[src/rtl/mpi_pkg.sv]
// Types and constants shared by the CPU parallel-bus slave controller.
package mpi_pkg;

  typedef enum logic [1:0] {
    IDLE = 2'd0,
    REQ  = 2'd1,
    HOLD = 2'd2
  } mpi_state_e;

  // Read data returned to the CPU when the register side never answers.
  localparam logic [31:0] MPI_ERR_DATA = 32'hDEAD_BEEF;

  // Fewer than two flops on an async strobe is not a synchroniser.
  localparam int MPI_MIN_SYNC = 2;

endpackage

[src/rtl/mpi_slave_ctrl_if.sv]
// Internal register bus: one req/ack transaction per CPU access.
interface mpi_slave_ctrl_if #(
  parameter int ADDR_W = 16,
  parameter int DATA_W = 32
);
  logic              reg_req;
  logic              reg_wr;
  logic [ADDR_W-1:0] reg_addr;
  logic [DATA_W-1:0] reg_wdata;
  logic [DATA_W-1:0] reg_rdata;
  logic              reg_ack;

  // master = bus controller issuing requests, slave = register file
  modport master (output reg_req, reg_wr, reg_addr, reg_wdata,
                  input  reg_rdata, reg_ack);
  modport slave  (input  reg_req, reg_wr, reg_addr, reg_wdata,
                  output reg_rdata, reg_ack);
endinterface

[src/rtl/mpi_sync.sv]
// N-stage synchroniser, resets to 1 so idle-high strobes look inactive.
module mpi_sync #(
  parameter int STAGES = 2,
  parameter int WIDTH  = 3
) (
  input  logic             clk_100m,
  input  logic             rst_n,
  input  logic [WIDTH-1:0] d,
  output logic [WIDTH-1:0] q
);
  logic [STAGES-1:0][WIDTH-1:0] ff;

  // shift chain: stage 0 takes the async input, last stage is the output
  always_ff @(posedge clk_100m) begin
    if (!rst_n) begin
      ff <= '1;
    end else begin
      ff[0] <= d;
      for (int i = 1; i < STAGES; i++) ff[i] <= ff[i-1];
    end
  end

  assign q = ff[STAGES-1];
endmodule

[src/rtl/mpi_slave_ctrl.sv]
// CPU parallel-bus target: turns each CPU read/write into one register-bus
// req/ack transaction and answers the CPU with rdy_n, with a response timeout.
module mpi_slave_ctrl
  import mpi_pkg::*;
#(
  parameter int          ADDR_W      = 16,
  parameter int          DATA_W      = 32,
  parameter int          SYNC_STAGES = 2,
  parameter int          TIMEOUT_CYC = 16,
  parameter logic [31:0] ERR_DATA    = MPI_ERR_DATA
) (
  input  logic              clk_100m,
  input  logic              rst_n,
  input  logic              cpu_cs_n,
  input  logic              cpu_rd_n,
  input  logic              cpu_we_n,
  input  logic [ADDR_W-1:0] cpu_addr,
  input  logic [DATA_W-1:0] cpu_data_i,
  output logic [DATA_W-1:0] cpu_data_o,
  output logic              cpu_data_oe,
  output logic              cpu_rdy_n,
  mpi_slave_ctrl_if.master  reg_bus,
  output logic              timeout_err,
  input  logic              err_clr
);
  localparam int SYNC_N = (SYNC_STAGES < MPI_MIN_SYNC) ? MPI_MIN_SYNC : SYNC_STAGES;
  localparam int CNT_W  = (TIMEOUT_CYC > 0) ? $clog2(TIMEOUT_CYC + 1) : 1;
  localparam logic [DATA_W-1:0] ERR_VAL = DATA_W'(ERR_DATA);

  logic cs_s, rd_s, we_s;

  mpi_sync #(.STAGES(SYNC_N), .WIDTH(3)) u_sync (
    .clk_100m (clk_100m),
    .rst_n    (rst_n),
    .d        ({cpu_cs_n, cpu_rd_n, cpu_we_n}),
    .q        ({cs_s, rd_s, we_s})
  );

  mpi_state_e        state, state_nxt;
  logic              req_q, req_nxt, wr_q, wr_nxt;
  logic [ADDR_W-1:0] addr_q, addr_nxt;
  logic [DATA_W-1:0] wdata_q, wdata_nxt, dout_nxt;
  logic              oe_nxt, rdy_nxt, err_nxt, err_set;
  logic [CNT_W-1:0]  cnt, cnt_nxt, cnt_inc;
  logic              access_ok, expire;

  // exactly one strobe low under chip select; both low is illegal
  assign access_ok = !cs_s && (rd_s ^ we_s);
  assign cnt_inc   = (cnt == '1) ? cnt : cnt + CNT_W'(1);
  assign expire    = (TIMEOUT_CYC != 0) && (cnt_inc == CNT_W'(TIMEOUT_CYC));

  // next-state and next-output decode
  always_comb begin
    state_nxt = state;
    req_nxt   = req_q;
    wr_nxt    = wr_q;
    addr_nxt  = addr_q;
    wdata_nxt = wdata_q;
    dout_nxt  = cpu_data_o;
    oe_nxt    = cpu_data_oe;
    rdy_nxt   = cpu_rdy_n;
    cnt_nxt   = cnt;
    err_set   = 1'b0;
    case (state)
      IDLE: if (access_ok) begin
        state_nxt = REQ;
        addr_nxt  = cpu_addr;
        wdata_nxt = cpu_data_i;
        wr_nxt    = ~we_s;
        req_nxt   = 1'b1;
        cnt_nxt   = '0;
      end
      REQ: begin
        // ack beats a simultaneous expiry
        if (reg_bus.reg_ack) begin
          state_nxt = HOLD;
          req_nxt   = 1'b0;
          rdy_nxt   = 1'b0;
          if (!wr_q) begin
            dout_nxt = reg_bus.reg_rdata;
            oe_nxt   = 1'b1;
          end
        end else begin
          cnt_nxt = cnt_inc;
          if (expire) begin
            state_nxt = HOLD;
            req_nxt   = 1'b0;
            rdy_nxt   = 1'b0;
            err_set   = 1'b1;
            if (!wr_q) begin
              dout_nxt = ERR_VAL;
              oe_nxt   = 1'b1;
            end
          end
        end
      end
      HOLD: if (cs_s) begin
        state_nxt = IDLE;
        rdy_nxt   = 1'b1;
        oe_nxt    = 1'b0;
      end
      default: state_nxt = IDLE;
    endcase
    // set wins over a simultaneous clear
    err_nxt = err_set ? 1'b1 : (err_clr ? 1'b0 : timeout_err);
  end

  // state and registered outputs
  always_ff @(posedge clk_100m) begin
    if (!rst_n) begin
      state       <= IDLE;
      req_q       <= 1'b0;
      wr_q        <= 1'b0;
      addr_q      <= '0;
      wdata_q     <= '0;
      cpu_data_o  <= '0;
      cpu_data_oe <= 1'b0;
      cpu_rdy_n   <= 1'b1;
      cnt         <= '0;
      timeout_err <= 1'b0;
    end else begin
      state       <= state_nxt;
      req_q       <= req_nxt;
      wr_q        <= wr_nxt;
      addr_q      <= addr_nxt;
      wdata_q     <= wdata_nxt;
      cpu_data_o  <= dout_nxt;
      cpu_data_oe <= oe_nxt;
      cpu_rdy_n   <= rdy_nxt;
      cnt         <= cnt_nxt;
      timeout_err <= err_nxt;
    end
  end

  assign reg_bus.reg_req   = req_q;
  assign reg_bus.reg_wr    = wr_q;
  assign reg_bus.reg_addr  = addr_q;
  assign reg_bus.reg_wdata = wdata_q;
endmodule
[src/flat_wrapper.sv]
// flat-port wrapper written by rule: the top's interface ports become plain ports
module mpi_slave_ctrl_flat import mpi_pkg::*;
#(
  parameter int          ADDR_W      = 16,
  parameter int          DATA_W      = 32,
  parameter int          SYNC_STAGES = 2,
  parameter int          TIMEOUT_CYC = 16,
  parameter logic [31:0] ERR_DATA    = MPI_ERR_DATA
)
  (clk_100m, rst_n, cpu_cs_n, cpu_rd_n, cpu_we_n, cpu_addr, cpu_data_i, cpu_data_o, cpu_data_oe, cpu_rdy_n, timeout_err, err_clr, reg_bus_reg_req, reg_bus_reg_wr, reg_bus_reg_addr, reg_bus_reg_wdata, reg_bus_reg_rdata, reg_bus_reg_ack);
  mpi_slave_ctrl_if #(.ADDR_W(ADDR_W), .DATA_W(DATA_W)) reg_bus_i ();
  input  logic clk_100m;
  input  logic rst_n;
  input  logic cpu_cs_n;
  input  logic cpu_rd_n;
  input  logic cpu_we_n;
  input  logic [ADDR_W-1:0] cpu_addr;
  input  logic [DATA_W-1:0] cpu_data_i;
  output logic [DATA_W-1:0] cpu_data_o;
  output logic cpu_data_oe;
  output logic cpu_rdy_n;
  output logic timeout_err;
  input  logic err_clr;
  output wire logic [$bits(reg_bus_i.reg_req)-1:0] reg_bus_reg_req;
  output wire logic [$bits(reg_bus_i.reg_wr)-1:0] reg_bus_reg_wr;
  output wire logic [$bits(reg_bus_i.reg_addr)-1:0] reg_bus_reg_addr;
  output wire logic [$bits(reg_bus_i.reg_wdata)-1:0] reg_bus_reg_wdata;
  input wire logic [$bits(reg_bus_i.reg_rdata)-1:0] reg_bus_reg_rdata;
  input wire logic [$bits(reg_bus_i.reg_ack)-1:0] reg_bus_reg_ack;
  assign reg_bus_reg_req = reg_bus_i.reg_req;
  assign reg_bus_reg_wr = reg_bus_i.reg_wr;
  assign reg_bus_reg_addr = reg_bus_i.reg_addr;
  assign reg_bus_reg_wdata = reg_bus_i.reg_wdata;
  assign reg_bus_i.reg_rdata = reg_bus_reg_rdata;
  assign reg_bus_i.reg_ack = reg_bus_reg_ack;
  mpi_slave_ctrl #(.ADDR_W(ADDR_W), .DATA_W(DATA_W), .SYNC_STAGES(SYNC_STAGES), .TIMEOUT_CYC(TIMEOUT_CYC), .ERR_DATA(ERR_DATA)) u_core (.clk_100m(clk_100m), .rst_n(rst_n), .cpu_cs_n(cpu_cs_n), .cpu_rd_n(cpu_rd_n), .cpu_we_n(cpu_we_n), .cpu_addr(cpu_addr), .cpu_data_i(cpu_data_i), .cpu_data_o(cpu_data_o), .cpu_data_oe(cpu_data_oe), .cpu_rdy_n(cpu_rdy_n), .reg_bus(reg_bus_i), .timeout_err(timeout_err), .err_clr(err_clr));
endmodule
[config.mk]
export PLATFORM = sky130hd
export DESIGN_NAME = mpi_slave_ctrl_flat
export DESIGN_NICKNAME = d
export VERILOG_FILES = /design/src/rtl/mpi_pkg.sv /design/src/rtl/mpi_slave_ctrl_if.sv /design/src/rtl/mpi_sync.sv /design/src/rtl/mpi_slave_ctrl.sv /design/src/flat_wrapper.sv
export SDC_FILE = /design/constraint.sdc
export NUM_CORES = 1
export LEC_CHECK = 0
export ABC_CLOCK_PERIOD_IN_PS = 4000
export CAP_MARGIN = 20
export CORE_UTILIZATION = 42
export DETAILED_ROUTE_END_ITERATION = 8
export PLACE_DENSITY = 0.83
export SETUP_SLACK_MARGIN = 0.4
export SLEW_MARGIN = 20
export SYNTH_ARGS = -nofsm -noshare
export SYNTH_HDL_FRONTEND = slang
export SYNTH_SLANG_ARGS = --single-unit
[constraint.sdc]
create_clock -name clk_100m -period 4 [get_ports clk_100m]
set_input_delay 0.4 -clock clk_100m [delete_from_list [all_inputs] [get_ports clk_100m]]
set_output_delay 0.4 -clock clk_100m [all_outputs]
set_load 0.05 [all_outputs]
==> metrics, run 1 <==
Pwr Total=~2.5 mW; final cell utilization of the core=65.5%; largest net degree at the start of global routing=54; CTS Hold Buffers Added=0; type of the tightest min-delay check=flip-flop to flip-flop; number of clock buffers inserted by TritonCTS=9; final routed wire length divided by cell count=13.8 um; master of the slowest instance on the critical path=o22ai_2; Largest delay share family, worst path=compound AO/OA/AOI/OAI gates; drt drc=0; Filler cells=693; unrepaired setup endpoints after global routing=no; sequential element share of the synthesized area=approximately 52%; number of clock sinks seen by CTS=98; Vias/cell=approximately 5.1; HPWL after detailed placement=6520 um; element type at the critical path start=flip-flop; remaining antenna violation count=0; post-layout net count=652; post-synthesis instance area=0.00380 mm^2; first-pass GRT wire length=15,300 um; number of placed I/O pins=~170; Placer Congestion=0.781; cells along the critical path=ha_1 -> nand4_2 -> and3b_1 -> o22ai_2 -> a21oi_4 -> o221a_2; final critical-path share of the clock period=61.3%; highest clock frequency the design can meet=slightly above 0.4 GHz; required time worst endpoint=4250 ps; Die Height=between 90 and 100 um; Total Wirelength=9330 um; slew at the pin with the worst max-slew slack=903 ps; peak fanout along the critical path=24; max incr delay on CP=560 ps; number of slew-limit violations in the final report=0; Buf+Inv Stages, Crit Path=0; number of nets in the synthesized netlist=500; Setup Slack @ Placement=1580 ps; clock tree from TritonCTS=built; Crit path arrival time=2700 ps; setup repair bufs after CTS=0; Cell Count Post-Placement=approximately 660; Static Leak=between 1.5 and 2 nW; buffer type at the clock tree root=clkbuf_8; H-tree lvl count=3; Antenna Diode Count=0; maximum vdd ir drop=187 uV; final setup violating endpoints=0; placement-stage cell area=0.00552 mm^2; first-iteration detailed-routing DRC count=94; commonest cells after routing, fill and taps aside=clkdlybuf4s50_1 (170), nand2_1 (110), dfxtp_1 (98), a21boi_0 (57), o221a_2 (23); number of global-route vias before repair=about 3,300; hold_sp=u_core.u_sync.ff[2]; number of I/O port buffers=around 170; overall die area=0.00943 mm^2; Worst setup EP type=flip-flop; Post-CTS Resized=0; die width=97.1 um; Worst Hold Margin=405 ps; Post-Layout Cell Count=674; final clock skew=13.2 ps; final setup margin=1550 ps; overall fraction of global-route tracks in use=19.7%; starting density of the core=43.6%; synthesized area per cell=a little over 9 um^2; areal power density over the cells=439 mW/mm^2; Clk Latency, worst-skew pair=~360 ps; number of core rows=34; number of synthesized register bits=98; Clock transition at path regs=about 90 ps; Core ar.=0.00872 mm^2; worst flop-to-flop path startpoint=u_core.cnt[0]; Pre-antenna DRT Iters=4; max-cap check violation count=0; Sum Neg Setup Slack=0 ps; run status=finished clean; category of the most critical setup path=flip-flop to flip-flop; clock buffer depth=2; final instance area=0.00571 mm^2; number of antenna violations at the first check in global routing=0; hold violation count in the final report=0; Yosys cell types=37; Yosys warning total=0; worst relative slew slack=39.8%; layout cell share with drive strength beyond 1=8.48%; overall via count from detail_route=3,447; cell count after synthesis=409; min Tclk post-route=2450 ps; remaining global-route overflow=0; most common library cell in the layout ignoring fill and taps=clkdlybuf4s50_1; Critical Path Source=u_core.cnt[0]; Area Growth Syn to Fin=50.2%
[path summary, 6_finish.rpt]
check                                        endpoint  slack (ps)  cells past startpoint
worst max register to register  u_core.cpu_data_o[16]        1550                      6
worst max-delay path            u_core.cpu_data_o[16]        1550                      6
worst min-delay path               u_core.u_sync.q[2]         400                      1
worst min register to register     u_core.u_sync.q[2]         400                      1
[power breakdown]
part | internal (mW) | switching (mW) | leakage (nW)
Clock | 0.277 | 0.333 | 0.103
Sequential | 1.07 | 0.0569 | 0.794
Combinational | 0.312 | 0.461 | 1.10
[state kept, by name (all words and copies together), names as in the netlist]
| register | cells |
|---|---|
| u_core.reg_bus.reg_wr | 1 |
| u_core.u_sync.q | 3 |
| u_core.cpu_rdy_n | 1 |
| u_core.cpu_data_o | 32 |
| u_core.reg_bus.reg_addr | 16 |
| u_core.state | 2 |
| u_core.u_sync.ff | 3 |
| u_core.reg_bus.reg_wdata | 32 |
| u_core.cnt | 5 |
| u_core.timeout_err | 1 |
| u_core.reg_bus.reg_req | 1 |
| u_core.cpu_data_oe | 1 |
[cell families after synthesis]
family / after synthesis / share of synthesized area [%]
AO/OA/AOI/OAI: 115 / 24.9
XOR/XNOR: 1 / 0.231
adder cells (fa/ha/maj): 4 / 1.32
buffers and inverters: 41 / 4.54
flip-flops: 98 / 51.6
multiplexers: 1 / 0.263
AND/OR/NAND/NOR: 149 / 17.2
[routing by layer]
layer  vias up  part of all wire (%)  GRT usage, %
met2       150                    46          31.6
met1      1579                    41          23.2
met5         -                     0             0
met4         0                   1.5          6.77
li1       1706                     -             -
met3        12                    11          9.28
[final cells by class]
class / instances / area [um^2] / share of cell area (%)
multi-input cells: 270 / 1670 / 29.2
flip-flops and latches: 98 / 1960 / 34.4
well taps: 108 / 135 / 2.37
repair buffers: 173 / 1720 / 30.2
clock buffers: 12 / 165 / 2.89
inverters: 9 / 33.8 / 0.592
clock inverters: 4 / 23.8 / 0.416
[cell usage after synthesis]
| cell | number | share of area [%] |
|---|---|---|
| nor4b_1 | 1 | 0.23 |
| nor3b_1 | 1 | 0.20 |
| inv_1 | 9 | 0.89 |
| a2bb2oi_1 | 1 | 0.23 |
| a21oi_4 | 1 | 0.43 |
| clkbuf_1 | 26 | 2.6 |
| nand2_1 | 110 | 11 |
| a22oi_1 | 9 | 1.8 |
| nand2b_1 | 9 | 1.5 |
| a211oi_1 | 1 | 0.20 |
| ha_1 | 4 | 1.3 |
| nand4_1 | 1 | 0.16 |
| o2bb2ai_1 | 1 | 0.23 |
| nor2_1 | 3 | 0.30 |
| and2_1 | 4 | 0.66 |
| dfxtp_1 | 98 | 52 |
| o21ai_0 | 6 | 0.79 |
| o221a_1 | 3 | 0.89 |
| nand3_1 | 11 | 1.4 |
| a21oi_2 | 1 | 0.23 |
| or2_2 | 1 | 0.16 |
| xnor2_1 | 1 | 0.23 |
| nand3b_1 | 1 | 0.20 |
| a21boi_0 | 57 | 11 |
| buf_4 | 1 | 0.20 |
| or3b_1 | 1 | 0.23 |
| and3b_1 | 1 | 0.23 |
| o22ai_2 | 1 | 0.33 |
| nand4_2 | 1 | 0.33 |
| buf_1 | 3 | 0.30 |
| o22ai_1 | 3 | 0.49 |
| buf_6 | 2 | 0.59 |
| o211a_1 | 1 | 0.26 |
| nor2b_1 | 4 | 0.66 |
| a21oi_1 | 7 | 0.92 |
| o221a_2 | 23 | 6.8 |
| mux2i_1 | 1 | 0.26 |
[worst reg2reg max path: stages (launching register included)]
cell	delay, ps
dfxtp_1	430
ha_1	310
nand4_2	190
and3b_1	230
o22ai_2	560
a21oi_4	310
o221a_2	320
No activity file was read; power rests on OpenSTA's default activity.
==> run 2: changes to the inputs <==
ABC_CLOCK_PERIOD_IN_PS = 2150   (was 4000)
CORE_UTILIZATION = 37   (was 42)
PLACE_DENSITY = 0.77   (was 0.83)
clock period = 2.15 ns   (was 4 ns; I/O delays follow)
==> run 2 against run 1 <==
Compared with the run above:
- final area is 10% higher
- critical path type unchanged
- critical path depth is 1 higher
- die area is 13% higher
- maximum frequency is 35% higher
- cell count is 6.2% higher
- global-route usage hardly changed
- highest routed layer unchanged
==> metrics, run 2 (synthesis gave the netlist of run 1 again) <==
run status=finished clean; final clock skew=6.81 ps; min Tclk post-route=1810 ps; met3 global-route usage=8.13%; number of slew-limit violations in the final report=0; Post-Layout Cell Count=716; CTS Hold Buffers Added=0; Antenna Diode Count=0; final critical-path share of the clock period=84.4%; most common library cell in the layout ignoring fill and taps=nand2_1; slew at the pin with the worst max-slew slack=611 ps; final routed wire length divided by cell count=15.0 um; Pre-antenna DRT Iters=5; final instance area=about 0.0063 mm^2; number of core rows=36; highest clock frequency the design can meet=about 0.55 GHz; Setup Slack @ Placement=slightly below 40 ps; overall via count from detail_route=~3,600; number of clock buffers inserted by TritonCTS=9; areal power density over the cells=around 780 mW/mm^2; clock tree from TritonCTS=built; multi-input combinational cell area=slightly below 0.002 mm^2; Placer Congestion=0.785; Clock transition at path regs=~90 ps; max-cap check violation count=0; remaining global-route overflow=0; category of the most critical setup path=flip-flop to flip-flop; die width=103 um; Total Wirelength=around 11,000 um; Area Growth Syn to Fin=65.6%; remaining antenna violation count=0; number of antenna violations at the first check in global routing=0; hold violation count in the final report=0; largest net degree at the start of global routing=42; Sum Neg Setup Slack=0 ps; unrepaired setup endpoints after global routing=yes; first-pass GRT wire length=16,200 um; final setup violating endpoints=0; number of placed I/O pins=172; Core ar.=about 0.0099 mm^2; Worst setup EP type=flip-flop; final setup margin=336 ps; Crit path arrival time=between 2000 and 2500 ps; Filler cells=787; first-iteration detailed-routing DRC count=74; required time worst endpoint=2450 ps; Die Height=103 um; Cell Count Post-Placement=689; worst relative slew slack=59.2%; Worst Hold Margin=334 ps; placement-stage cell area=0.00564 mm^2; met1 routing resource usage after global routing=22.0%; layout cell share with drive strength beyond 1=13.6%; peak fanout along the critical path=7; element type at the critical path start=flip-flop; clock buffer depth=2; buffer type at the clock tree root=clkbuf_8; Vias/cell=between 5 and 6; HPWL after detailed placement=7010 um; register area=0.00197 mm^2; Clk Latency, worst-skew pair=350 ps; maximum vdd ir drop=about 440 uV; drt drc=0; number of global-route vias before repair=approximately 3,400; starting density of the core=about two fifths; Static Leak=between 3 and 4 nW; overall fraction of global-route tracks in use=19.7%; type of the tightest min-delay check=input port to flip-flop; met2 Resource Use GR=33.6%; H-tree lvl count=3; number of clock sinks seen by CTS=98; overall die area=0.0107 mm^2; post-layout net count=669; peak-usage layer in the global routing report=met2; commonest cells after routing, fill and taps aside=nand2_1 (109), dfxtp_1 (93), clkdlybuf4s50_1 (85), a21boi_0 (57), dlymetal6s2s_1 (49); number of I/O port buffers=171
-- run 2: cell count changes in the layout (fill, tap and decap cells not counted), moves of 3 or more --
cell / change
clkdlybuf4s50_1: -85
dlymetal6s2s_1: +49
dlygate4sd2_1: +36
o221a_2: -21
o221a_4: +21
buf_4: +9
buf_6: +6
dfxtp_1: -5
dfxtp_2: +3
-- run 2: cell type report --
type / count / area share, %
Multi-Input combinational cell: 271 / 31.2
Sequential cell: 98 / 31.4
Clock buffer: 12 / 2.47
Tap cell: 133 / 2.64
Inverter: 9 / 0.537
Clock inverter: 4 / 0.776
Timing Repair Buffer: 189 / 31.1
-- run 2: final timing paths --
kind / from / end / slack (ps) / cells past startpoint
worst min register to register: u_core.u_sync.ff[0] / u_core.u_sync.q[0] / 410 / 1
worst max-delay path: u_core.cnt[1] / u_core.cpu_data_o[30] / 340 / 7
worst min-delay path: rst_n / u_core.u_sync.ff[2] / 330 / 2
worst max register to register: u_core.cnt[1] / u_core.cpu_data_o[30] / 340 / 7
-- run 2: per-layer routing --
metal  share of wire [%]  wire length [um]
met1                  41              4390
met2                  49              5250
met3                 8.6               921
met4                 1.9               208
met5                   0                 0
-- run 2: power by group --
part	total, mW	leakage (nW)	internal (mW)	switching (mW)
Combinational	1.56	2.28	0.628	0.935
Sequential	2.10	0.798	1.98	0.117
Clock	1.23	0.107	0.604	0.628
-- run 2: through the flow --
stage	total power, mW	util (%)
3_3_place_gp	3.57	57.1
3_5_place_dp	3.59	57.1
6_report	4.90	63.8
2_1_floorplan	3.05	-
4_1_cts	4.91	61.9
5_1_grt	5.13	63.8
-- run 2: critical path, stage by stage, from the launching register on --
cell	delay (ps)
dfxtp_4	370
buf_6	110
or3b_4	390
a21oi_4	180
o22ai_4	140
a21oi_4	210
buf_6	160
o221a_1	180
-- run 2: repair_timing --
action,CTS,global route
endpoints found under the setup margin,77,118
pin swaps,29,6
gates resized for setup,74,60
buffers inserted,9,1
gates cloned,1,0
hold endpoints to repair,0,0
